## config.mk

```make
export PLATFORM = sky130hd
export DESIGN_NAME = adc_sampler
export DESIGN_NICKNAME = d
export VERILOG_FILES = /design/src/rtl/adc_sampler_pkg.sv /design/src/rtl/adc_sample_fifo.sv /design/src/rtl/adc_sampler.sv
export SDC_FILE = /design/constraint.sdc
export NUM_CORES = 1
export LEC_CHECK = 0
export ABC_AREA = 1
export CELL_PAD_IN_SITES_DETAIL_PLACEMENT = 1
export CELL_PAD_IN_SITES_GLOBAL_PLACEMENT = 1
export CORE_MARGIN = 3
export CORE_UTILIZATION = 42
export CTS_CLUSTER_DIAMETER = 80
export DETAILED_ROUTE_END_ITERATION = 8
export PLACE_DENSITY_LB_ADDON = 0.08
export SKIP_CTS_REPAIR_TIMING = 1
export SYNTH_ARGS = -nofsm -noshare
export SYNTH_HDL_FRONTEND = slang
export SYNTH_HIERARCHICAL = 1
export SYNTH_SLANG_ARGS = --single-unit
```

## constraint.sdc

```tcl
create_clock -name wb_clk_i -period 4.6 [get_ports wb_clk_i]
set_clock_uncertainty 0.1 [all_clocks]
set_input_delay 1.15 -clock wb_clk_i [delete_from_list [all_inputs] [get_ports wb_clk_i]]
set_output_delay 1.15 -clock wb_clk_i [all_outputs]
set_load 0.02 [all_outputs]
```

## src/rtl/adc_sampler_pkg.sv

```systemverilog
// Shared definitions for the ADC sampler: register map, CTRL/STATUS bit
// positions, conversion FSM states and the byte-lane merge helper.
package adc_sampler_pkg;

   localparam logic [1:0] ADR_CTRL   = 2'd0;
   localparam logic [1:0] ADR_PERIOD = 2'd1;
   localparam logic [1:0] ADR_STATUS = 2'd2;
   localparam logic [1:0] ADR_DATA   = 2'd3;

   localparam int unsigned CTRL_EN      = 32'd0;
   localparam int unsigned CTRL_ONESHOT = 32'd1;
   localparam int unsigned CTRL_FLUSH   = 32'd2;
   localparam int unsigned CTRL_IRQ_EN  = 32'd3;

   localparam int unsigned STAT_EMPTY = 32'd5;
   localparam int unsigned STAT_FULL  = 32'd6;
   localparam int unsigned STAT_OVF   = 32'd7;
   localparam int unsigned STAT_MISS  = 32'd8;

   localparam int unsigned SAMPLE_W = 32'd8;

   typedef enum logic [1:0] {
      ST_IDLE  = 2'd0,
      ST_START = 2'd1,
      ST_WAIT  = 2'd2
   } state_e;

   // Replace only the byte lanes selected by sel; other lanes keep old_val.
   function automatic logic [31:0] byte_merge(input logic [31:0] old_val,
                                              input logic [31:0] new_val,
                                              input logic [3:0]  sel);
      logic [31:0] res;
      res = old_val;
      for (int b = 0; b < 4; b++) begin
         res[b*8 +: 8] = sel[b] ? new_val[b*8 +: 8] : old_val[b*8 +: 8];
      end
      return res;
   endfunction

endpackage

```

## src/rtl/adc_sample_fifo.sv

```systemverilog
// Synchronous sample FIFO with push/pop/flush; a full FIFO still accepts a
// push when a pop happens in the same cycle. Flush overrides everything.
module adc_sample_fifo
   import adc_sampler_pkg::*;
#(
   parameter int DEPTH = 8,
   parameter int W     = 8
) (
   input  logic         clk,
   input  logic         rst,
   input  logic         push,
   input  logic [W-1:0] push_data,
   input  logic         pop,
   input  logic         flush,
   output logic [W-1:0] head,
   output logic         full,
   output logic         empty,
   output logic [4:0]   count
);

   localparam int AW = (DEPTH > 1) ? $clog2(DEPTH) : 1;
   localparam int CW = AW + 1;

   logic [W-1:0]  mem_r [DEPTH];
   logic [AW-1:0] wr_ptr_r;
   logic [AW-1:0] rd_ptr_r;
   logic [CW-1:0] count_r;
   logic          do_push_s;
   logic          do_pop_s;
   logic          full_s;
   logic          empty_s;

   assign full_s  = (count_r == CW'(DEPTH));
   assign empty_s = (count_r == CW'(0));

   // Qualify requests against occupancy; flush suppresses both.
   always_comb begin
      do_push_s = 1'b0;
      do_pop_s  = 1'b0;
      if (flush) begin
         do_push_s = 1'b0;
         do_pop_s  = 1'b0;
      end else begin
         do_pop_s  = pop & ~empty_s;
         do_push_s = push & (~full_s | do_pop_s);
      end
   end

   // Pointer and occupancy update.
   always_ff @(posedge clk) begin
      if (rst || flush) begin
         wr_ptr_r <= AW'(0);
         rd_ptr_r <= AW'(0);
         count_r  <= CW'(0);
      end else begin
         if (do_push_s) begin
            wr_ptr_r <= wr_ptr_r + AW'(1);
         end
         if (do_pop_s) begin
            rd_ptr_r <= rd_ptr_r + AW'(1);
         end
         count_r <= count_r + CW'(do_push_s) - CW'(do_pop_s);
      end
   end

   // Sample storage; contents are don't-care until written.
   always_ff @(posedge clk) begin
      if (do_push_s) begin
         mem_r[wr_ptr_r] <= push_data;
      end
   end

   assign head  = mem_r[rd_ptr_r];
   assign full  = full_s;
   assign empty = empty_s;
   assign count = 5'(count_r);

endmodule

```

## src/rtl/adc_sampler.sv

```systemverilog
// Wishbone-controlled periodic SAR ADC sampler: period timer and one-shot
// triggers drive a START/WAIT conversion FSM whose results fill a FIFO.
module adc_sampler
   import adc_sampler_pkg::*;
#(
   parameter int FIFO_DEPTH = 8,
   parameter int PERIOD_W   = 16
) (
   input  logic        wb_clk_i,
   input  logic        wb_rst_i,
   input  logic        wbs_stb_i,
   input  logic        wbs_cyc_i,
   input  logic        wbs_we_i,
   input  logic [3:0]  wbs_sel_i,
   input  logic [31:0] wbs_dat_i,
   input  logic [31:0] wbs_adr_i,
   output logic        wbs_ack_o,
   output logic [31:0] wbs_dat_o,
   output logic        adc_start,
   input  logic        adc_done,
   input  logic [7:0]  adc_data,
   output logic        irq
);

   logic                ack_r;
   logic [31:0]         dat_r;
   logic                req_s;
   logic                wr_s;
   logic                rd_s;
   logic [1:0]          reg_sel_s;
   logic                ctrl_wr_s;
   logic                stat_wr_s;
   logic                period_wr_s;
   logic [31:0]         period_merge_s;
   logic                ctrl_en_r;
   logic                ctrl_irq_en_r;
   logic [PERIOD_W-1:0] period_r;
   logic [PERIOD_W-1:0] timer_r;
   logic                tick_s;
   logic                oneshot_s;
   logic                flush_s;
   logic                trigger_s;
   logic                ovf_r;
   logic                miss_r;
   logic                ovf_set_s;
   logic                miss_set_s;
   state_e              state_r;
   state_e              state_next_s;
   logic                adc_start_r;
   logic                done_prev_r;
   logic                done_rise_s;
   logic                push_s;
   logic                pop_s;
   logic [7:0]          fifo_head_s;
   logic                fifo_full_s;
   logic                fifo_empty_s;
   logic [4:0]          fifo_count_s;
   logic [31:0]         rd_data_s;
   logic                irq_r;
   logic                unused_s;

   // ack_r blocks a second access while the master still holds stb.
   assign req_s       = wbs_stb_i & wbs_cyc_i & ~ack_r;
   assign wr_s        = req_s & wbs_we_i;
   assign rd_s        = req_s & ~wbs_we_i;
   assign reg_sel_s   = wbs_adr_i[3:2];
   assign ctrl_wr_s   = wr_s & (reg_sel_s == ADR_CTRL) & wbs_sel_i[0];
   assign stat_wr_s   = wr_s & (reg_sel_s == ADR_STATUS);
   assign period_wr_s = wr_s & (reg_sel_s == ADR_PERIOD);
   assign oneshot_s   = ctrl_wr_s & wbs_dat_i[CTRL_ONESHOT];
   assign flush_s     = ctrl_wr_s & wbs_dat_i[CTRL_FLUSH];
   assign pop_s       = rd_s & (reg_sel_s == ADR_DATA) & ~fifo_empty_s;

   assign period_merge_s = byte_merge(32'(period_r), wbs_dat_i, wbs_sel_i);
   assign unused_s = ^{wbs_adr_i[31:4], wbs_adr_i[1:0], wbs_dat_i, period_merge_s};

   assign tick_s      = ctrl_en_r & (timer_r == PERIOD_W'(0));
   assign trigger_s   = tick_s | oneshot_s;
   assign done_rise_s = adc_done & ~done_prev_r;
   assign ovf_set_s   = push_s & fifo_full_s & ~pop_s & ~flush_s;

   // Register read mux; DATA reports valid only when a sample is present.
   always_comb begin
      rd_data_s = 32'h0000_0000;
      case (reg_sel_s)
         ADR_CTRL:   rd_data_s = {28'h000_0000, ctrl_irq_en_r, 2'b00, ctrl_en_r};
         ADR_PERIOD: rd_data_s = 32'(period_r);
         ADR_STATUS: rd_data_s = {23'h00_0000, miss_r, ovf_r, fifo_full_s,
                                  fifo_empty_s, fifo_count_s};
         ADR_DATA:   rd_data_s = fifo_empty_s ? 32'h0000_0000
                                              : {1'b1, 23'h00_0000, fifo_head_s};
         default:    rd_data_s = 32'h0000_0000;
      endcase
   end

   // Bus response, control/status registers and interrupt.
   always_ff @(posedge wb_clk_i) begin
      if (wb_rst_i) begin
         ack_r         <= 1'b0;
         dat_r         <= 32'h0000_0000;
         ctrl_en_r     <= 1'b0;
         ctrl_irq_en_r <= 1'b0;
         period_r      <= PERIOD_W'(0);
         ovf_r         <= 1'b0;
         miss_r        <= 1'b0;
         irq_r         <= 1'b0;
      end else begin
         ack_r <= req_s;
         dat_r <= rd_s ? rd_data_s : 32'h0000_0000;
         if (ctrl_wr_s) begin
            ctrl_en_r     <= wbs_dat_i[CTRL_EN];
            ctrl_irq_en_r <= wbs_dat_i[CTRL_IRQ_EN];
         end
         if (period_wr_s) begin
            period_r <= period_merge_s[PERIOD_W-1:0];
         end
         if (ovf_set_s) begin
            ovf_r <= 1'b1;
         end else if (stat_wr_s && wbs_sel_i[0] && wbs_dat_i[STAT_OVF]) begin
            ovf_r <= 1'b0;
         end
         if (miss_set_s) begin
            miss_r <= 1'b1;
         end else if (stat_wr_s && wbs_sel_i[1] && wbs_dat_i[STAT_MISS]) begin
            miss_r <= 1'b0;
         end
         irq_r <= ctrl_irq_en_r & ~fifo_empty_s;
      end
   end

   // Period down-counter; disabled timer tracks PERIOD so enable starts a full interval.
   always_ff @(posedge wb_clk_i) begin
      if (wb_rst_i) begin
         timer_r <= PERIOD_W'(0);
      end else if (!ctrl_en_r || timer_r == PERIOD_W'(0)) begin
         timer_r <= period_r;
      end else begin
         timer_r <= timer_r - PERIOD_W'(1);
      end
   end

   // Conversion FSM next state, capture push and missed-trigger detection.
   always_comb begin
      state_next_s = state_r;
      push_s       = 1'b0;
      miss_set_s   = 1'b0;
      case (state_r)
         ST_IDLE: begin
            if (trigger_s) begin
               state_next_s = ST_START;
            end else begin
               state_next_s = ST_IDLE;
            end
         end
         ST_START: begin
            state_next_s = ST_WAIT;
            miss_set_s   = trigger_s;
         end
         ST_WAIT: begin
            miss_set_s = trigger_s;
            if (done_rise_s) begin
               state_next_s = ST_IDLE;
               push_s       = 1'b1;
            end else begin
               state_next_s = ST_WAIT;
            end
         end
         default: begin
            state_next_s = ST_IDLE;
         end
      endcase
   end

   // FSM state, registered start strobe and adc_done history.
   always_ff @(posedge wb_clk_i) begin
      if (wb_rst_i) begin
         state_r     <= ST_IDLE;
         adc_start_r <= 1'b0;
         done_prev_r <= 1'b0;
      end else begin
         state_r     <= state_next_s;
         adc_start_r <= (state_next_s == ST_START);
         done_prev_r <= adc_done;
      end
   end

   adc_sample_fifo #(
      .DEPTH (FIFO_DEPTH),
      .W     (SAMPLE_W)
   ) u_fifo (
      .clk       (wb_clk_i),
      .rst       (wb_rst_i),
      .push      (push_s),
      .push_data (adc_data),
      .pop       (pop_s),
      .flush     (flush_s),
      .head      (fifo_head_s),
      .full      (fifo_full_s),
      .empty     (fifo_empty_s),
      .count     (fifo_count_s)
   );

   assign wbs_ack_o = ack_r;
   assign wbs_dat_o = dat_r;
   assign adc_start = adc_start_r;
   assign irq       = irq_r;

endmodule

```

==> results_dict.tcl <==
set metrics [dict create \
    outcome "finished, final reports clean" \
    drtAntennaViolNets 0 \
    grt_pass1_wl_um 24400 \
    cap_violations 0 \
    cts_tree "done" \
    ys_seq_area_share_pct 56.0 \
    syn_avg_cell_area_um2 9.06 \
    cts-buffers-inserted 17 \
    ys_warn_count 6 \
    hold_path.class "reg -> reg" \
    critPathSlowestCell "clkdlybuf4s50_1" \
    cp.arrival_ps 3880 \
    final_max_slew_viol_count 0 \
    dp_hpwl_um 10600 \
    fillCellCount 1620 \
    dr_total_vias 4655 \
    finalWorstSetupSlack_ps 928 \
    final_cell_mix "121 x nand2_1, 108 x nor2_1, 72 x dfxtp_1" \
    htree_levels 4 \
    setup_tns_ps 0 \
    cts.clk_slew.worst_paths_ps 60 \
    whs_ps 379 \
    grt_usage_pct 19.7 \
    grt_max_degree 34 \
    crit_fanout 4 \
    clock_path_buffers 2 \
    critical_path_class "in -> reg" \
    power_density_nw_per_um2 368 \
    setup_viol 0 \
    crit_top_cell "inv_1" \
    boundaryPins 117 \
    fin_nets 820 \
    synth_area_um2 6010 \
    cp_cell_sequence "clkdlybuf4s50_1, inv_1, nand2_1, nor2_1, nand3_1, inv_1, inv_1, nand3_1, inv_1, ha_1, inv_1, ha_1, inv_1, fa_1, xor2_1, nor2_1" \
    relSlewSlack_pct 26.9 \
    synth_top_family_by_area "simple AND/OR/NAND/NOR gates" \
    crit_required_ps 4810 \
    post-place-ws_ps 542 \
    fin_crit_sh_pct 79.8 \
    drtIter0Drc 221 \
    p_leak_uw 0.00273 \
    ir_drop_mv 0.252 \
    start_util_pct 43.1 \
    synthAdderAreaFrac_pct 2.62 \
    grt-ovfl-total 0 \
    clock-root-buffer "clkbuf_16" \
    crit_path_end_kind "flip-flop" \
    yosys.area_share.simple_pct 21.5 \
    dieWidth_um 126 \
    via_per_inst 5.07 \
    startpoint_type "primary input" \
    synth-async-reset-ratio_pct 0 \
    synth-edff-count 64 \
    area_growth_pct 19.7 \
    n_antenna_cell 0 \
    finalWirelength_um 15200 \
    drc 0 \
    dieArea_um2 15800 \
    numClockSinks 136 \
    synth_seq_cells 136 \
    period_minus_slack_ps 3670 \
    rsz0062_at_grt "no" \
    clock_latency_ps 420 \
    synth_cell_types 42 \
    final_common_cell "nand2_1" \
    rows 43 \
    fmax_mhz 272 \
    synth_mux_area_share_pct 0 \
    tightest_slew_ps 1090 \
    critPathMaxStageDelay_ps 490 \
    hold_viol 0 \
    wire_per_inst_um 16.5 \
    portBuffers 53 \
    synthXorXnorAreaFrac_pct 1.31 \
    grt_pass1_vias 4776 \
    fin_util_pct 51.6 \
    synth_ff_type "dfxtp_1" \
    gp_congestion 0.798 \
    drive_gt1_share_pct 9.47 \
    fp.dieH_um 126 \
    core-area_um2 13900 \
    antenna_found_initial 0 \
    syn_inst 663 \
    firstDrtPassIters 4 \
    synth_compound_area_share_pct 10.4 \
]
[cell usage after synthesis (2+ instances only)]
library cell  count  area [um^2]
a21oi_1          36          180
a21oi_2           2         17.5
a22oi_1           3         22.5
a31oi_1           7         43.8
buf_1             3         11.3
buf_2             3         15.0
buf_4            17          128
buf_6             5         56.3
buf_8             2         30.0
clkbuf_1          4         15.0
conb_1            2         7.51
dfxtp_1          72         1440
edfxtp_1         64         1920
ha_1             11          138
inv_1            53          199
inv_2             3         11.3
nand2_1         121          454
nand2_2           8         50.1
nand2_4           4         45.0
nand3_1          24          120
nand4_1           5         31.3
nor2_1          108          405
nor2_2            4         25.0
nor3_1           13         65.1
o21ai_0          37          185
o21ai_1          29          145
xnor2_1           3         26.3
xor2_1            6         52.6
[logic make-up (layout without fill, tap and decap cells)]
family          count (synthesis)  after routing
simple gates                  294            294
flops                         136            136
compound gates                118            118
buf+inv                        92            154
fa+ha+maj                      12             12
xor+xnor                        9              9
other cells                     2             16
[through the flow]
| stage | std cells | total power, uW | cell area (um^2) |
|---|---|---|---|
| final | 919 | 2650 | 7190 |
| after global routing | 919 | 2740 | 7190 |
| after CTS | 919 | 2680 | 7190 |
| after detailed placement | 887 | 1400 | 6640 |
| after global placement | 887 | 1400 | 6640 |
| after floorplan | 677 | 1360 | 6060 |
[sequential cells by signal, indices dropped and copies added (netlist names), 2 cells and up, named ones only]
name and flops:
timer_r 16, period_r 16, wbs_dat_o 17, u_fifo/count_r 4
u_fifo/wr_ptr_r 3, u_fifo/mem_r 64, state_r 2, u_fifo/rd_ptr_r 3
[layout make-up]
class | count | area [um^2] | share of cell area [%]
well taps | 180 | 225 | 3.13
clock buffers | 17 | 425 | 5.92
inverters | 57 | 214 | 2.98
clock inverters | 15 | 126 | 1.76
flip-flops and latches | 136 | 3360 | 46.8
multi-input cells | 449 | 2210 | 30.8
repair buffers | 65 | 621 | 8.63
[worst max-delay path, delay by kind of cell]
family                     cells  cell delay [ps]
buffers and inverters          7             1080
adders and majority gates      3              780
xor gates and xnor gates       1              140
and+or+nand+nor                5              730
[where the power goes]
part           leakage, uW  total (uW)  switching (uW)  internal [uW]
registers          0.00116        1270            2.67           1270
logic              0.00132         103            63.5           39.8
clock network     0.000254        1270             533            741
[layer usage]
metal,vias up,global-route usage (%),share of wire [%]
li1,2288,-,-
met1,2272,24.5,44
met2,77,34.1,51
met3,18,4.10,3.1
met4,0,6.95,1.6
met5,-,0,0
[path summary, 6_finish.rpt]
check	start	endpoint	slack, ps	cells past startpoint
worst min-delay path	miss_r	miss_r	380	2
worst min register to register	miss_r	miss_r	380	2
worst max register to register	u_fifo/count_r[2]	u_fifo/count_r[2]	1580	18
worst max-delay path	wbs_adr_i[2]	u_fifo/count_r[2]	930	16
Power figures use the tool's default switching activity.
==> variant 1, RTL diff (same flow settings) <==
One comparison of `count_r` changes from == to >=.
--- a/src/rtl/adc_sample_fifo.sv
+++ b/src/rtl/adc_sample_fifo.sv
@@ -32,3 +32,3 @@
 
-   assign full_s  = (count_r == CW'(DEPTH));
+   assign full_s  = (count_r >= CW'(DEPTH));
    assign empty_s = (count_r == CW'(0));
Check against the original RTL: same outputs for any inputs over 4 cycles, from zero or initial values and one cycle with wb_rst_i high; that may be too few to reach the edited logic, so the function may still have changed.
==> variant 1 against the unedited design <==
Cell area is 0.59% lower. Area after synthesis is 2.0% lower. Setup slack worse by 81 ps. Synthesized cell count is 2.3% lower. Wire length hardly changed. Critical endpoint unchanged. Sequential cell count stayed put. Power is 3.7% higher. Non-clock buffer count is 2 lower.
==> variant 1: results (changes against the unedited design) <==
.. list-table::
   :header-rows: 1

   * - Metric
     - Value
   * - GRT met1 Usage
     - 26.29% (was 24.45%)
   * - R2R depth
     - 17 (was 18)
   * - Total global routing track utilization
     - 20.19% (was 19.73%)
   * - Share of synthesized area occupied by flip-flops and latches
     - 57.09% (was 55.98%)
   * - Peak ir drop on the vdd network
     - 275.4 uV (was 252.3 uV)
   * - Number of flip-flops under the largest register name
     - 64 (unchanged)
   * - CP delay by family, top
     - simple AND/OR/NAND/NOR gates (was buffers and inverters)
   * - Met2 track demand over resource in global routing
     - 32.89% (was 34.11%)
   * - YS warnings
     - 6 (unchanged)
   * - Worst hold-check path type
     - reg2reg (unchanged)
   * - Final wirelength
     - 15180 um (was 15170 um)
   * - Max stage delay on crit path
     - 560 ps (was 490 ps)
   * - Met3 usage
     - 5.060% (was 4.101%)
   * - Async set-reset flop share out of synthesis
     - 0% (unchanged)
   * - Largest fanout of any net on the critical path
     - 6 (was 4)
   * - Synthesized instance count
     - 648 (was 663)
   * - Iteration-0 DRC Markers
     - 260 (was 221)
   * - Area contributors post-synth
     - sky130_fd_sc_hd__edfxtp_1 (33%), sky130_fd_sc_hd__dfxtp_1 (24%), sky130_fd_sc_hd__nand2_1 (7.9%) (was sky130_fd_sc_hd__edfxtp_1 (32%), sky130_fd_sc_hd__dfxtp_1 (24%), sky130_fd_sc_hd__nand2_1 (7.6%))
   * - CP arrival
     - 3960 ps (was 3880 ps)
   * - Number of different library cells in the post-synthesis netlist
     - 38 (was 42)
   * - Non-filler instance count after layout
     - 899 (was 919)
   * - Clock edge transition at the registers on the reported setup and hold paths
     - 60 ps (about the same)
   * - Largest net degree at the start of global routing
     - 34 (unchanged)
   * - Via count of the first global-routing pass
     - 4786 (was 4776)
   * - Max_slew headroom
     - 41.53% (was 26.93%)
   * - Half-perimeter wire length after placement
     - 10500 um (was 10600 um)
   * - First-pass GRT wire length
     - 24520 um (was 24400 um)
   * - Placed inst area
     - 0.006541 mm^2 (was 0.006638 mm^2)
   * - Routability Congestion
     - 0.7886 (was 0.7984)
   * - Net count, final
     - 804 (was 820)
   * - Commonest cells post-synth
     - sky130_fd_sc_hd__nand2_1 (124), sky130_fd_sc_hd__nor2_1 (94), sky130_fd_sc_hd__dfxtp_1 (72) (was sky130_fd_sc_hd__nand2_1 (121), sky130_fd_sc_hd__nor2_1 (108), sky130_fd_sc_hd__dfxtp_1 (72))
   * - Status
     - completed (unchanged)
   * - Cells after DPL
     - 867 (was 887)
   * - Via Count
     - 4596 (was 4655)
   * - Dominant register cell in the synthesized netlist
     - sky130_fd_sc_hd__dfxtp_1 (unchanged)
   * - Fraction of final layout cells sized beyond drive strength 1
     - 8.990% (was 9.472%)
   * - Leakage power total
     - 0.002735 uW (was 0.002731 uW)
variant 1: kinds of logic (layout without fill, tap and decap cells):
logic type      Yosys count  in the layout  synth area share, %
simple gates            279            279                20.31
fa+ha+maj                12             12                2.676
compound gates          118            118                10.90
buf+inv                  92            153                7.561
xor+xnor                  9              9                1.338
flops                   136            136                57.09
other cells               2             16               0.1275
variant 1: stage by stage:
stage,utilization (%),power [uW],setup WS (ps)
global route,53.13,2842,637.5
finish,53.13,2746,847.3
CTS,53.13,2775,882.0
global placement,48.62,1397,542.0
floorplan,-,1358,1337
detailed placement,48.62,1400,458.1
variant 1: report_power, final:
| group | switching (uW) | leakage, uW | internal [uW] |
|---|---|---|---|
| Clock | 497 | 0.000288 | 874 |
| Sequential | 2.53 | 0.00116 | 1270 |
| Combinational | 64.1 | 0.00129 | 38.8 |
| Total | 564 | 0.00273 | 2180 |
variant 1: layout make-up:
class                           instances  area (um^2)
Fill cell                            1560         6306
Clock inverter                         13        152.6
Sequential cell                       136         3363
Timing Repair Buffer                   63        605.6
Multi-Input combinational cell        434         2135
Clock buffer                           19        452.9
Inverter                               58        217.7
Tap cell                              176        220.2
variant 1: path summary, 6_finish.rpt:
path                                          end               from  slack, ps
worst max-delay path            u_fifo/count_r[2]       wbs_adr_i[2]        850
worst min-delay path                wbs_dat_o[15]       period_r[15]        380
worst max register to register  u_fifo/count_r[2]  u_fifo/count_r[2]       1650
worst min register to register      wbs_dat_o[15]       period_r[15]        380
variant 1: metal layers:
metal,wire [um],vias to the layer above
met5,0,-
met3,821,17
met2,7300,110
li1,-,2257
met1,6826,2212
met4,225,0
variant 1: tightest hold or removal path: cells and delay by family, from the launching register on:
family	cells	cell delay (ps)
simple gates	1	60
buf+inv	1	80
flops	1	290
==> variant 2, RTL diff (config.mk and constraints unchanged) <==
Made on the original files. Change the parameter `FIFO_DEPTH` from 8 to 32.
--- a/src/rtl/adc_sampler.sv
+++ b/src/rtl/adc_sampler.sv
@@ -5,3 +5,3 @@
 #(
-   parameter int FIFO_DEPTH = 8,
+   parameter int FIFO_DEPTH = 32,
    parameter int PERIOD_W   = 16
Behaviour: same outputs for any inputs over 4 cycles, from zero or initial values and one cycle with wb_rst_i high; that may be too few to reach the edited logic, so the function may still have changed.
==> variant 2 against the unedited design <==
Core utilization fell by 2.8 points. Power up 140%. Wire length rose to 2.5 times the old value. Count of clock-buffer cells in the layout up 35. Cell area increased by 130%. Area after synthesis is 140% higher. Sequential cell count grew 200. Register-to-register slack worse by 660 ps. Setup slack worse by 220 ps.
==> variant 2: results (changes against the unedited design) <==
.. list-table::
   :header-rows: 1

   * - Metric
     - Value
   * - Via density per instance
     - 5.102 (was 5.065)
   * - Non-clock inverter count in the final layout
     - 68 (was 57)
   * - Min-Delay Startpoint
     - period_r[9] (was miss_r)
   * - Commonest cells post-synth
     - sky130_fd_sc_hd__nand2_1 (458), sky130_fd_sc_hd__edfxtp_1 (256), sky130_fd_sc_hd__nand3_1 (221) (was sky130_fd_sc_hd__nand2_1 (121), sky130_fd_sc_hd__nor2_1 (108), sky130_fd_sc_hd__dfxtp_1 (72))
   * - Worst setup timing slack at the placement stage
     - 171.9 ps (was 541.8 ps)
   * - Leakage power total
     - 0.006222 uW (was 0.002731 uW)
   * - Post-synthesis share of cell area spent on xor and xnor gates
     - 0.5448% (was 1.312%)
   * - # clk buffers
     - 52 (was 17)
   * - Non-Clock Buffer Count
     - 97 (was 65)
   * - Largest net degree at the start of global routing
     - 72 (was 34)
   * - WHS Endpoint
     - wbs_dat_o[9] (was miss_r)
   * - Number of fill cells in the layout
     - 3746 (was 1620)
   * - Count of state elements after synthesis
     - 336 (was 136)
   * - Share of synthesized area occupied by flip-flops and latches
     - 64.20% (was 55.98%)
   * - Critical Path Start
     - wbs_adr_i[3] (was wbs_adr_i[2])
   * - H-tree depth
     - 2 (was 4)
   * - Via count of the first global-routing pass
     - 10470 (was 4776)
   * - Area fraction of clock buffers and clock inverters
     - 6.947% (was 7.675%)
   * - Routability Congestion
     - 0.7941 (was 0.7984)
   * - Half-perimeter wire length after placement
     - 24330 um (was 10600 um)
   * - Status
     - completed (unchanged)
   * - Clk_lat worst skew
     - 520 ps (was 420 ps)
   * - Max stage delay on crit path
     - 510 ps (was 490 ps)
   * - Non-clock buffer contribution to total cell area
     - 5.294% (was 8.632%)
   * - Comb_multi_in
     - 956 (was 449)
   * - Cells after DPL
     - 1905 (was 887)
   * - Worst slew pin tran
     - 871.8 ps (was 1095 ps)
   * - Iteration-0 DRC Markers
     - 546 (was 221)
   * - Internal reg-to-reg setup slack
     - 920 ps (was 1580 ps)
   * - Placed inst area
     - 0.01535 mm^2 (was 0.006638 mm^2)
   * - Reg-to-reg startpoint
     - u_fifo/count_r[3] (was u_fifo/count_r[2])
   * - Synthesized-area fraction occupied by ao, oa, aoi and oai cells
     - 2.716% (was 10.41%)
   * - Area contributors post-synth
     - sky130_fd_sc_hd__edfxtp_1 (53%), sky130_fd_sc_hd__nand2_1 (12%), sky130_fd_sc_hd__dfxtp_1 (11%) (was sky130_fd_sc_hd__edfxtp_1 (32%), sky130_fd_sc_hd__dfxtp_1 (24%), sky130_fd_sc_hd__nand2_1 (7.6%))
   * - CP arrival
     - 4250 ps (was 3880 ps)
   * - Switch share
     - 21.74% (was 22.60%)
   * - Hold WS
     - 370.3 ps (was 379.4 ps)
   * - Share of synthesized cell area in full adder, half adder and majority cells
     - 1.609% (was 2.624%)
variant 2: power groups by stage:
stage                     registers [uW]  clock network [uW]  logic (uW)
after floorplan                     3350                   0         205
after global routing                3290                3010         359
after CTS                           3290                2880         322
after detailed placement            3360                   0         320
final                               3290                2820         319
after global placement              3360                   0         310
variant 2: metal layers:
layer	global-route usage, %	share of wire, %	up-vias
met3	2.993	3.7	50
li1	-	-	4920
met4	4.205	1.6	0
met5	0	0	-
met1	29.70	47	4942
met2	34.67	47	149
variant 2: logic make-up after synthesis:
| family | after synthesis |
|---|---|
| AOI/OAI and AO/OA | 74 |
| xor gates and xnor gates | 9 |
| adders and majority gates | 18 |
| buffers and inverters | 152 |
| DFF | 336 |
| other | 1 |
| and+or+nand+nor | 840 |
variant 2: worst max-delay path, delay by kind of cell:
family                   cells  cell delay (ps)
buffers and inverters        5              790
AO/OA/AOI/OAI                3              550
AND/OR/NAND/NOR              4              860
adder cells (fa/ha/maj)      3              910
